File: src/rtl/rom_dbg_sequencer.sv
// Debug-port sequencer for the i4001 ROM bank: arbitrates a bulk loader (write + read-back
// verify) and a host single-access port, holding the CPU in reset while the port is driven.
module rom_dbg_sequencer #(
    parameter int unsigned NUM_ROMS      = 16,
    parameter int unsigned BYTES_PER_ROM = 256
) (
    input  logic        clk,
    input  logic        rst,
    input  logic        load_start,
    input  logic        load_abort,
    input  logic        s_valid,
    input  logic [7:0]  s_data,
    output logic        s_ready,
    output logic        load_done,
    output logic        load_aborted,
    output logic [7:0]  err_cnt,
    output logic [11:0] first_err_addr,
    input  logic        host_req,
    input  logic        host_we,
    input  logic [11:0] host_addr,
    input  logic [7:0]  host_wdata,
    output logic        host_ack,
    output logic [7:0]  host_rdata,
    output logic        host_err,
    output logic [11:0] dbg_addr,
    output logic [7:0]  dbg_wdata,
    output logic        dbg_wen,
    output logic        dbg_ren,
    input  logic [7:0]  dbg_rdata,
    output logic        cpu_rst,
    output logic        busy
);

    localparam logic [11:0] LastAddr = 12'(NUM_ROMS * BYTES_PER_ROM - 1);

    typedef enum logic [3:0] {
        StIdle, StLoadWr, StLoadRd, StLoadChk, StDone, StSWr, StSRd, StSCap, StAck
    } state_e;

    state_e      state_q, state_d;
    logic [11:0] addr_q, addr_d;
    logic [7:0]  byte_q, byte_d;
    logic [7:0]  err_cnt_q, err_cnt_d;
    logic [11:0] first_err_q, first_err_d;
    logic [11:0] h_addr_q, h_addr_d;
    logic [7:0]  h_wdata_q, h_wdata_d;
    logic        host_err_q, host_err_d;
    logic [7:0]  host_rdata_q, host_rdata_d;
    logic [11:0] dbg_addr_q;
    logic        in_load;
    logic        out_of_range;

    assign in_load      = (state_q == StLoadWr) || (state_q == StLoadRd) || (state_q == StLoadChk);
    assign out_of_range = 32'(host_addr[11:8]) >= NUM_ROMS;

    always_comb begin
        state_d      = state_q;
        addr_d       = addr_q;
        byte_d       = byte_q;
        err_cnt_d    = err_cnt_q;
        first_err_d  = first_err_q;
        h_addr_d     = h_addr_q;
        h_wdata_d    = h_wdata_q;
        host_err_d   = host_err_q;
        host_rdata_d = host_rdata_q;
        s_ready      = 1'b0;
        load_done    = 1'b0;
        load_aborted = 1'b0;
        host_ack     = 1'b0;
        dbg_wen      = 1'b0;
        dbg_ren      = 1'b0;
        dbg_wdata    = 8'h00;
        dbg_addr     = dbg_addr_q;

        unique case (state_q)
            StIdle: begin
                if (load_start) begin
                    addr_d      = 12'h000;
                    err_cnt_d   = 8'h00;
                    first_err_d = 12'h000;
                    state_d     = StLoadWr;
                end else if (host_req) begin
                    h_addr_d  = host_addr;
                    h_wdata_d = host_wdata;
                    if (out_of_range) begin
                        host_err_d   = 1'b1;
                        host_rdata_d = 8'h00;
                        state_d      = StAck;
                    end else begin
                        host_err_d = 1'b0;
                        state_d    = host_we ? StSWr : StSRd;
                    end
                end
            end
            StLoadWr: begin
                s_ready = 1'b1;
                if (s_valid) begin
                    dbg_wen   = 1'b1;
                    dbg_addr  = addr_q;
                    dbg_wdata = s_data;
                    byte_d    = s_data;
                    state_d   = StLoadRd;
                end
            end
            StLoadRd: begin
                dbg_ren  = 1'b1;
                dbg_addr = addr_q;
                state_d  = StLoadChk;
            end
            StLoadChk: begin
                if (dbg_rdata != byte_q) begin
                    if (err_cnt_q != 8'hFF) err_cnt_d = err_cnt_q + 8'd1;
                    // A zero count means no mismatch yet, since the count never wraps.
                    if (err_cnt_q == 8'h00) first_err_d = addr_q;
                end
                if (addr_q == LastAddr) begin
                    state_d = StDone;
                end else begin
                    addr_d  = addr_q + 12'd1;
                    state_d = StLoadWr;
                end
            end
            StDone: begin
                load_done = 1'b1;
                state_d   = StIdle;
            end
            StSWr: begin
                dbg_wen   = 1'b1;
                dbg_addr  = h_addr_q;
                dbg_wdata = h_wdata_q;
                state_d   = StAck;
            end
            StSRd: begin
                dbg_ren  = 1'b1;
                dbg_addr = h_addr_q;
                state_d  = StSCap;
            end
            StSCap: begin
                host_rdata_d = dbg_rdata;
                state_d      = StAck;
            end
            StAck: begin
                host_ack = 1'b1;
                state_d  = StIdle;
            end
            default: state_d = StIdle;
        endcase

        // Abort wins over any in-flight verify; a write strobed this cycle still lands.
        if (in_load && load_abort) begin
            load_aborted = 1'b1;
            err_cnt_d    = err_cnt_q;
            first_err_d  = first_err_q;
            state_d      = StIdle;
        end
    end

    always_ff @(posedge clk) begin
        if (rst) begin
            state_q      <= StIdle;
            addr_q       <= 12'h000;
            byte_q       <= 8'h00;
            err_cnt_q    <= 8'h00;
            first_err_q  <= 12'h000;
            h_addr_q     <= 12'h000;
            h_wdata_q    <= 8'h00;
            host_err_q   <= 1'b0;
            host_rdata_q <= 8'h00;
            dbg_addr_q   <= 12'h000;
        end else begin
            state_q      <= state_d;
            addr_q       <= addr_d;
            byte_q       <= byte_d;
            err_cnt_q    <= err_cnt_d;
            first_err_q  <= first_err_d;
            h_addr_q     <= h_addr_d;
            h_wdata_q    <= h_wdata_d;
            host_err_q   <= host_err_d;
            host_rdata_q <= host_rdata_d;
            dbg_addr_q   <= dbg_addr;
        end
    end

    assign err_cnt        = err_cnt_q;
    assign first_err_addr = first_err_q;
    assign host_rdata     = host_rdata_q;
    assign host_err       = host_ack & host_err_q;
    assign busy           = state_q != StIdle;
    assign cpu_rst        = rst | busy;

endmodule
File: config.mk
export PLATFORM = sky130hd
export DESIGN_NAME = rom_dbg_sequencer
export DESIGN_NICKNAME = d
export VERILOG_FILES = /design/src/rtl/rom_dbg_sequencer.sv
export SDC_FILE = /design/constraint.sdc
export NUM_CORES = 1
export LEC_CHECK = 0
export ABC_AREA = 1
export CAP_MARGIN = 20
export CORE_MARGIN = 1.5
export CORE_UTILIZATION = 50
export DETAILED_ROUTE_END_ITERATION = 12
export GPL_ROUTABILITY_DRIVEN = 0
export PLACE_DENSITY_LB_ADDON = 0.12
export SETUP_SLACK_MARGIN = 0.05
export SLEW_MARGIN = 15
export SYNTH_ARGS = -nofsm -noshare
export SYNTH_HDL_FRONTEND = slang
export SYNTH_SLANG_ARGS = --single-unit
export TNS_END_PERCENT = 30
File: constraint.sdc
create_clock -name clk -period 2.2 [get_ports clk]
set_input_delay 0.33 -clock clk [delete_from_list [all_inputs] [get_ports clk]]
set_output_delay 0.33 -clock clk [all_outputs]
set_load 0.02 [all_outputs]
Word-level counts from Yosys, hierarchy flattened
Cells that the tools add are included.

Register bits: 84. Input bits: 43. Word-level logic and storage cells: 76.

$add $sub $neg: 2. Eq/ne operators: 18. Muxes and demuxes: 27. Bitwise operators: 3. Reductions and logical operators: 17.

Operator list (number): 12-bit 2-to-1 mux (5); 12-bit case mux with 2 select lines (2); 12-bit case mux with 3 select lines (1); 8-bit 2-to-1 mux (4); 8-bit case mux with 2 select lines (2); 4-bit case mux with 6 select lines (1); 4-bit by 3-bit equality test with 1-bit output, second input constant (4); 12-bit by 1-bit adder with 12-bit output, second input constant (1); 12-bit equality test, second input constant (1); 4-bit 2-to-1 mux (3); 5-bit AND reduction (2); 8-bit by 1-bit adder with 8-bit output, second input constant (1); 4-bit by 2-bit equality test with 1-bit output, second input constant (2); 8-bit logical NOT (1); 8-bit inequality test (1); 8-bit inequality test, second input constant (1); 2-bit OR reduction (4); 1-bit 2-to-1 mux (6); 2-bit by 1-bit inequality test with 1-bit output, second input constant (3); 2-bit inequality test, second input constant (3); 3-bit AND reduction (2); 4-bit by 1-bit equality test with 1-bit output, second input constant (1); 4-bit equality test, second input constant (1); 4-bit logical NOT (1); 11 further kinds (14).

Longest topological paths before layout
Gate-level depths: netlist of run 1.

Depth in word-level cells: 6. Gate-level depth with buffers: 11. Gate-level depth less buffers: 11.

Least setup slack after synthesis of run 1
Ideal clock, no wire load.

Kind: register -> output. Start point: register state_q[3]. End point: output dbg_addr[0]. Data arrival time: 1464 ps. Slack: 406 ps. Cell stages (with the launch flop): 9. Cells stage by stage: dfxtp_1 > nor2_2 > nand3_1 > inv_1 > nand2_1 > o21ai_0 > buf_2 > nand2_1 > nand3_1.

Cells in the longest elaborated chain, start to end: 3. Elaborated cells on any way between the ends: 6.

RTL lines: from (decl) (RTL line 40) `state_e state_q, state_d;`; from (signal assigned) (RTL line 160) `state_q <= StIdle;`; from (signal assigned) (RTL line 171) `state_q <= state_d;`; 4-bit by 3-bit equality test with 1-bit output (RTL line 75) `unique case (state_q)`; 2-bit OR reduction (no source line); 12-bit case mux with 3 select lines (*) (RTL line 75); to (decl) (RTL line 25) `output logic [11:0] dbg_addr,`.

Every way passes the cells marked *; elsewhere a longest branch is shown, timed or not.

Worst setup path in the final report of run 1
Start point: register state_q[2]. End point: output dbg_addr[0].

Same word-level chain as after synthesis.

==> results of run 1 <==
## state kept, by name (all words and copies together) (netlist names)
signal and count:
err_cnt 8, first_err_addr 12, host_rdata 8, byte_q 8, addr_q 12, state_q 4, h_addr_q 12, dbg_addr_q 12
h_wdata_q 8
## worst reg2reg max path, cell delays in order, from the launching register on
cell and delay (ns):
dfxtp_2 0.35, buf_4 0.13, buf_4 0.13, inv_1 0.08, nand2_2 0.08, buf_4 0.14
nor2_4 0.19, nand3_2 0.09, nor2_2 0.10, nand2_2 0.14, nand3_2 0.10, buf_6 0.18
nand2_1 0.07, nand2_1 0.06, nor2_1 0.05
## area by class of cell
type                       instances  area, um2  share of cell area
multi-input combinational        444       2100               0.366
sequential                        84       1690               0.293
timing repair buffer             143       1340               0.233
inverter                          68        258              0.0449
clock buffer                      10        138              0.0240
tap                              102        128              0.0222
clock inverter                     6       93.8              0.0163
## per-layer routing
metal,part of all wire,routed length [um],vias up,track usage
li1,-,-,2198,-
met1,0.44,5040,2039,0.344
met2,0.47,5400,158,0.442
met3,0.063,716,25,0.0455
met4,0.022,249,0,0.109
met5,0,0,-,0
## where the power goes
group | internal (mW) | switching [mW]
logic | 1.11 | 1.52
clock network | 0.680 | 0.594
registers | 1.73 | 0.124
total | 3.52 | 2.24
## synthesized netlist by cell type
cell        n
nor2_1    110
a21oi_1    34
buf_6       2
nand4_1    10
o21ai_1     1
a31o_2      1
buf_4       5
dfxtp_1    84
nand3_1    29
o21ai_2     1
inv_1      67
xnor2_1     6
clkbuf_1   11
nor3_1      9
nand3_2     4
conb_1      1
or2_2       1
buf_1       1
inv_2       1
nor2_4      3
o21ai_0    39
nand2_2     6
o21bai_1    4
buf_2       5
nor3b_1     4
nand2_1   175
nor2_2      3
ha_1        3
## worst max-delay path by stage
stage,start,endpoint,slack [ns]
detailed placement,s_valid,dbg_addr[1],-0.31
finish,state_q[2],dbg_addr[0],0.07
floorplan,state_q[3],dbg_addr[0],0.41
global placement,s_valid,dbg_addr[7],-0.24
global route,state_q[2],dbg_addr[5],-0.04
CTS,state_q[0],dbg_addr[1],-0.08
## cells by family (layout without fill, tap and decap cells)
group           count (synthesis)  after routing  synth area share
simple gates                  354            354             0.366
buf+inv                        92            227            0.0947
compound gates                 80             80             0.103
xor+xnor                        6              6            0.0129
flops                          84             84             0.413
fa+ha+maj                       3              3           0.00923
other cells                     1              1          0.000922
## through the flow
step / hold slack [ns] / total power [mW]
floorplan: 0.455 / 3.43
global placement: 0.462 / 4.17
detailed placement: 0.472 / 4.22
CTS: 0.487 / 5.48
global route: 0.510 / 6.17
finish: 0.484 / 5.76
## what timing repair did
| item | 4_1_cts | 5_1_grt |
|---|---|---|
| cloned | 0 | 1 |
| setup endpoints to repair | 23 | 32 |
| buffers inserted | 0 | 7 |
| gates resized for setup | 77 | 65 |
| endpoints found under the hold margin | 0 | 0 |
| pin swaps | 0 | 5 |
==> results.sh, run 1 <==
export IMPL_cp_data_arrival_time_ns=1.80
export IMPL_htreeDepth=3
export IMPL_leakage_nw=2.65
export IMPL_slowest_stage="dfxtp_2"
export IMPL_dp_slack_ns=-0.309
export IMPL_period_share=0.969
export IMPL_hold_start="byte_q[3]"
export IMPL_maxCapViolCount=0
export IMPL_min_path_type="reg -> reg"
export IMPL_core_area_um2=7810
export IMPL_grt_ovfl_total=0
export IMPL_clk_latency_ns=0.36
export IMPL_r2r_end="first_err_addr[4]"
export IMPL_crit_fanout=6
export IMPL_r2r_start="state_q[2]"
export IMPL_post_synth_top_area_cell="dfxtp_1"
export IMPL_cp_end_kind="primary output"
export IMPL_status="completed"
export IMPL_setup_slack_ns=0.0673
export IMPL_grt_pass1_wl_mm=18.4
export IMPL_synthCells=620
export IMPL_grt_max_degree=59
export IMPL_cp_start_kind="flip-flop"
export IMPL_wl_per_cell_um=13.3
export IMPL_fin_util=0.736
export IMPL_placed_area_um2=5340
export IMPL_first_pass_iters=5
export IMPL_synth_area_top_cells="dfxtp_1 (41%), nand2_1 (16%), nor2_1 (10%)"
export IMPL_diodes=0
export IMPL_reg2reg_depth=14
export IMPL_report_final_slew_viol_count=0
export IMPL_syn_area_um2=4070
export IMPL_drc=0
export IMPL_die_height_um=93.2
export IMPL_die_x_um=93.2
export IMPL_syn_avg_cell_area_um2=6.56
export IMPL_critPathKind="reg -> out"
export IMPL_cts_root_buf="clkbuf_8"
export IMPL_ant_nets=0
export IMPL_fillers=684
export IMPL_clk_transition_reported_paths_ns=0.09
export IMPL_layout_commonest_cell="nand2_1"
export IMPL_crit_chain="buf_4, buf_4, inv_1, nand2_2, o21ai_2, buf_6, nand2_1, nand3_1, buf_4"
export IMPL_hold_buffers=0
export IMPL_crit_buf_inv=5
export IMPL_grt_pass1_vias=4144
export IMPL_die_area_um2=8690
export IMPL_drt_iter0_markers=252
export IMPL_slew_headroom=0.641
export IMPL_wl_mm=11.4
export IMPL_finalNetCount=796
export IMPL_initial_core_util=0.521
export IMPL_dpl_cell_count=833
export IMPL_cts_buffer_depth=2
export IMPL_dp_hpwl_mm=8.02
export IMPL_finalInstanceArea_um2=5740
export IMPL_drive_above_1_share=0.167
export IMPL_yosysWarnings=0
export IMPL_core_rowCount=32
export IMPL_final_cell_mix="nand2_1 (170), nor2_1 (108), dfxtp_1 (81)"
export IMPL_viasPerCell=5.16
export IMPL_fin_tns_setup_ns=0
export IMPL_synth_seq_cells=84
export IMPL_crit_required_ns=1.87
export IMPL_vias=4420
export IMPL_crit_top_cell="buf_4"
export IMPL_syn_nets=666
export IMPL_antenna_found_initial=0
export IMPL_synth_distinct_cells=28
export IMPL_grt_setup_unrepaired="yes"
export IMPL_power_density_nw_per_um2=1000
export IMPL_cts_tree="yes"
export IMPL_yosysSeqAreaShare=0.413
export IMPL_peakVddDrop_mv=0.490
export IMPL_hold_violations=0
export IMPL_grt_usage=0.267
export IMPL_critPathTopFamily="buffers and inverters"
export IMPL_max_slew_worst_pin_slew_ns=0.538
export IMPL_clock_sinks=84
export IMPL_boundaryPins=100
export IMPL_setup_viol=0
export IMPL_synthToLayoutAreaGrowth_pct=41.2
export IMPL_reg2reg_slack_ns=0.19
export IMPL_fmax_ghz=0.469
export IMPL_holdPathStages=2
export IMPL_finalClockSkew_ns=0.0110
export IMPL_portBuffers=98
export IMPL_hold_path_endpoint="byte_q[3]"
export IMPL_min_period_ns=2.13
export IMPL_numCtsBuffers=9
export IMPL_instances_no_fill=857
export IMPL_slowest_delay_ns=0.35
export IMPL_cp_depth=9
export IMPL_synth_top_area_share=0.413
No activity file was read; power rests on OpenSTA's default activity.
==> run 2: changes to the inputs <==
--- a/config.mk
+++ b/config.mk
@@ -13,6 +13,7 @@
 export GPL_ROUTABILITY_DRIVEN = 0
 export PLACE_DENSITY_LB_ADDON = 0.12
 export SETUP_SLACK_MARGIN = 0.05
+export SKIP_CTS_REPAIR_TIMING = 1
 export SLEW_MARGIN = 15
 export SYNTH_ARGS = -nofsm -noshare
 export SYNTH_HDL_FRONTEND = slang
==> results.sh, run 2 (synthesis gave the netlist of run 1 again) <==
export IMPL_hold_violations=0
export IMPL_synthToLayoutAreaGrowth_pct=41.8
export IMPL_antenna_found_initial=0
export IMPL_peakVddDrop_mv=0.533
export IMPL_cts_root_buf="clkbuf_8"
export IMPL_grt_pass1_vias=4124
export IMPL_maxCapViolCount=0
export IMPL_status="completed"
export IMPL_power_density_nw_per_um2=992
export IMPL_hold_ws_ns=0.484
export IMPL_seqPwrFrac=0.325
export IMPL_grt_usage=0.266
export IMPL_viasPerCell=5.09
export IMPL_min_period_ns=2.16
export IMPL_drt_iter0_markers=213
export IMPL_fin_util=0.739
export IMPL_diodes=0
export IMPL_cts_buffer_depth=2
export IMPL_ant_nets=0
export IMPL_dpl_cell_count=833
export IMPL_clkPwrFrac=0.223
export IMPL_cp_end_kind="primary output"
export IMPL_critPathTopFamily="simple AND/OR/NAND/NOR gates"
export IMPL_crit_required_ns=1.87
export IMPL_grt_max_degree=59
export IMPL_initial_core_util=0.521
export IMPL_final_cell_mix="nand2_1 (169), nor2_1 (107), dfxtp_1 (81)"
export IMPL_wl_per_cell_um=13.3
export IMPL_internal_power_mw=3.50
export IMPL_cp_data_arrival_time_ns=1.83
export IMPL_vias=4345
export IMPL_crit_buf_inv=4
export IMPL_drc=0
export IMPL_crit_chain="nor2_2, nand3_2, inv_1, nand2_2, o21ai_4, buf_6, buf_4, nand2_1, nand3_2, buf_6"
export IMPL_slew_headroom=0.641
export IMPL_wl_mm=11.4
export IMPL_grt_pass1_wl_mm=18.3
export IMPL_clk_transition_reported_paths_ns=0.09
export IMPL_p_switching_mw=2.22
export IMPL_slowest_stage="dfxtp_2"
export IMPL_clk_latency_ns=0.36
export IMPL_cp_start_kind="flip-flop"
export IMPL_max_slew_worst_pin_slew_ns=0.538
export IMPL_clock_sinks=84
export IMPL_grt_setup_unrepaired="yes"
export IMPL_report_final_slew_viol_count=0
export IMPL_leakage_nw=2.80
export IMPL_min_path_type="reg -> reg"
export IMPL_setup_viol=0
export IMPL_period_share=0.981
export IMPL_core_area_um2=7810
export IMPL_critPathKind="reg -> out"
export IMPL_core_rowCount=32
export IMPL_power_share_switching=0.389
export IMPL_portBuffers=98
export IMPL_dp_hpwl_mm=8.02
export IMPL_instances_no_fill=853
export IMPL_share_comb_of_total_power=0.453
export IMPL_die_x_um=93.2
export IMPL_cts_tree="yes"
export IMPL_fmax_ghz=0.463
export IMPL_die_height_um=93.2
export IMPL_first_pass_iters=5
export IMPL_crit_fanout=6
export IMPL_numCtsBuffers=9
export IMPL_htreeDepth=3
export IMPL_slowest_delay_ns=0.35
export IMPL_layout_commonest_cell="nand2_1"
export IMPL_finalClockSkew_ns=0.0101
export IMPL_finalNetCount=792
export IMPL_boundaryPins=100
export IMPL_drive_above_1_share=0.152
export IMPL_die_area_um2=8690
export IMPL_grt_ovfl_total=0
-- run 2: cell types whose count changed in the layout (fill, tap and decap cells not counted), sizes merged --
| cell | change |
|---|---|
| buf | -6 |
| dlymetal6s2s | +11 |
| clkbuf | -5 |
| clkdlybuf4s15 | -3 |
| clkdlybuf4s50 | +1 |
| dlygate4sd2 | -2 |
-- run 2: final timing paths --
kind	from	to	slack, ns	cells after the start
worst max register to register	state_q[2]	addr_q[9]	0.14	12
worst min-delay path	byte_q[3]	byte_q[3]	0.48	2
worst min register to register	byte_q[3]	byte_q[3]	0.48	2
worst max-delay path	state_q[3]	dbg_addr[1]	0.04	10
-- run 2: through the flow --
stage / total power [mW] / cell area, um2 / worst slack, ns / TNS [ns]
floorplan: 3.43 / 4070 / 0.406 / 0
global placement: 4.17 / 5340 / -0.244 / -3.06
detailed placement: 4.22 / 5340 / -0.309 / -3.59
CTS: 5.49 / 5570 / -0.547 / -8.85
global route: 6.11 / 5770 / -0.0165 / -0.0366
finish: 5.72 / 5770 / 0.0423 / 0
-- run 2: layer usage --
metal  up-vias  wire (um)  GRT usage
li1       2191          -          -
met1      1956       4950      0.346
met2       171       5340      0.440
met3        27        803     0.0415
met4         0        269      0.105
met5         -          0          0
-- run 2: layout make-up --
cell class,count,area (um2)
sequential,84,1690
multi-input combinational,444,2110
tap,102,128
clock buffer,10,138
timing repair buffer,139,1350
fill,676,2040
inverter,68,255
clock inverter,6,93.8
-- run 2: power by group through the flow --
stage / combinational [mW] / sequential (mW) / clock, mW
floorplan: 1.46 / 1.97 / 0
global placement: 2.29 / 1.87 / 0
detailed placement: 2.34 / 1.88 / 0
CTS: 2.35 / 1.85 / 1.29
global route: 2.87 / 1.88 / 1.36
finish: 2.59 / 1.86 / 1.27
-- run 2: tightest hold or removal path, delay by kind of cell (launching register included) --
kind / cells / cell delay [ns]
compound gates: 1 / 0.05
flops: 1 / 0.33
simple gates: 1 / 0.06
==> run 3: changes to the inputs <==
--- a/config.mk
+++ b/config.mk
@@ -7,7 +7,7 @@
 export LEC_CHECK = 0
 export ABC_AREA = 1
 export CAP_MARGIN = 20
-export CORE_MARGIN = 1.5
+export CORE_MARGIN = 5
 export CORE_UTILIZATION = 50
 export DETAILED_ROUTE_END_ITERATION = 12
 export GPL_ROUTABILITY_DRIVEN = 0
==> results.sh, run 3 (synthesis gave the netlist of run 1 again) <==
export IMPL_clk_transition_reported_paths_ns=0.09
export IMPL_p_switching_mw=2.20
export IMPL_boundaryPins=100
export IMPL_instances_no_fill=856
export IMPL_grt_pass1_vias=3905
export IMPL_dpl_cell_count=836
export IMPL_min_path_type="reg -> reg"
export IMPL_hold_ws_ns=0.489
export IMPL_dp_hpwl_mm=8.24
export IMPL_core_area_um2=7810
export IMPL_drt_iter0_markers=178
export IMPL_initial_core_util=0.521
export IMPL_max_slew_worst_pin_slew_ns=0.534
export IMPL_report_final_slew_viol_count=0
export IMPL_first_pass_iters=7
export IMPL_slew_headroom=0.644
export IMPL_crit_required_ns=1.87
export IMPL_crit_fanout=6
export IMPL_status="completed"
export IMPL_min_period_ns=2.10
export IMPL_finalClockSkew_ns=0.0140
export IMPL_ant_nets=0
export IMPL_seqPwrFrac=0.331
export IMPL_slowest_stage="dfxtp_2"
export IMPL_core_rowCount=32
export IMPL_share_comb_of_total_power=0.469
export IMPL_antenna_found_initial=0
export IMPL_die_height_um=100
export IMPL_placed_area_um2=5360
export IMPL_drc=0
export IMPL_peakVddDrop_mv=0.518
export IMPL_wl_mm=11.3
export IMPL_reg2reg_depth=13
export IMPL_slowest_delay_ns=0.36
export IMPL_hold_violations=0
export IMPL_portBuffers=98
export IMPL_grt_max_degree=59
export IMPL_cts_buffer_depth=2
export IMPL_reg2reg_slack_ns=0.29
export IMPL_power_total_mw=5.62
export IMPL_power_density_nw_per_um2=978
export IMPL_hold_path_endpoint="byte_q[5]"
export IMPL_clkPwrFrac=0.200
export IMPL_cp_startpoint="state_q[1]"
export IMPL_crit_chain="inv_1, nand3_2, buf_4, nand2_2, o21ai_4, clkbuf_16, nand2_1, nand3_2, buf_6"
export IMPL_synthToLayoutAreaGrowth_pct=41.4
export IMPL_routedLengthMet1_mm=4.96
export IMPL_layout_commonest_cell="nand2_1"
export IMPL_grt_usage=0.224
export IMPL_cts_tree="yes"
export IMPL_maxUsedRoutingLayer="met4"
export IMPL_die_area_um2=10000
export IMPL_cp_data_arrival_time_ns=1.77
export IMPL_period_share=0.956
export IMPL_htreeDepth=3
export IMPL_holdPathStages=2
export IMPL_clock_sinks=84
export IMPL_finalInstanceArea_um2=5750
export IMPL_final_cell_mix="nand2_1 (172), nor2_1 (107), dfxtp_1 (80)"
export IMPL_finalNetCount=795
export IMPL_die_x_um=100
export IMPL_setup_viol=0
export IMPL_dr_wl_met3_um=868
export IMPL_crit_top_cell="nand3_2"
export IMPL_drive_above_1_share=0.150
export IMPL_wl_met2_mm=5.33
export IMPL_wl_per_cell_um=13.2
export IMPL_fillers=661
export IMPL_r2r_end="first_err_addr[11]"
export IMPL_fmax_ghz=0.476
export IMPL_r2r_start="state_q[2]"
export IMPL_fin_util=0.737
export IMPL_grt_setup_unrepaired="yes"
export IMPL_vias=4286
export IMPL_internal_power_mw=3.43
export IMPL_cp_start_kind="flip-flop"
export IMPL_viasPerCell=5.01
export IMPL_critPathKind="reg -> out"
export IMPL_leakage_nw=2.77
export IMPL_cp_end_kind="primary output"
export IMPL_numCtsBuffers=9
export IMPL_diodes=0
export IMPL_power_share_switching=0.391
export IMPL_cts_root_buf="clkbuf_8"
export IMPL_maxCapViolCount=0
export IMPL_grt_pass1_wl_mm=18.2
export IMPL_clk_latency_ns=0.37
export IMPL_hold_start="byte_q[5]"
export IMPL_grt_ovfl_total=0
-- run 3: per-stage QoR --
step / setup slack [ns] / TNS, ns
6_report: 0.0973 / 0
5_1_grt: 0.0229 / 0
4_1_cts: -0.561 / -8.84
3_5_place_dp: -0.288 / -3.36
3_3_place_gp: -0.230 / -2.88
2_1_floorplan: 0.406 / 0
-- run 3: worst max-delay path by stage --
| stage | end | cells past startpoint |
|---|---|---|
| after floorplan | dbg_addr[0] | 8 |
| after global placement | dbg_addr[6] | 6 |
| after detailed placement | dbg_addr[6] | 6 |
| after CTS | dbg_addr[6] | 9 |
| after global routing | dbg_addr[8] | 10 |
| final | dbg_addr[8] | 9 |
-- run 3: power by group through the flow --
stage | Sequential (mW) | Combinational (mW) | Clock, mW
6_report | 1.86 | 2.63 | 1.13
5_1_grt | 1.89 | 2.90 | 1.21
4_1_cts | 1.85 | 2.38 | 1.14
3_5_place_dp | 1.89 | 2.37 | 0
3_3_place_gp | 1.87 | 2.32 | 0
2_1_floorplan | 1.97 | 1.46 | 0
-- run 3: cell type report --
class	instances	area [um2]	share of cell area
timing repair buffer	142	1390	0.242
clock inverter	5	61.3	0.0107
sequential	84	1690	0.293
tap	102	128	0.0222
inverter	68	255	0.0444
multi-input combinational	444	2080	0.362
clock buffer	11	141	0.0246
-- run 3: routing by layer --
layer	track usage	up-vias
li1	-	2195
met1	0.295	1940
met2	0.366	141
met3	0.0549	10
met4	0.0591	0
met5	0	-
-- run 3: worst max-delay path: cells and delay by family, from the launching register on --
kind	cells	cell delay (ns)
simple gates	4	0.31
flops	1	0.36
buf+inv	4	0.51
compound gates	1	0.23
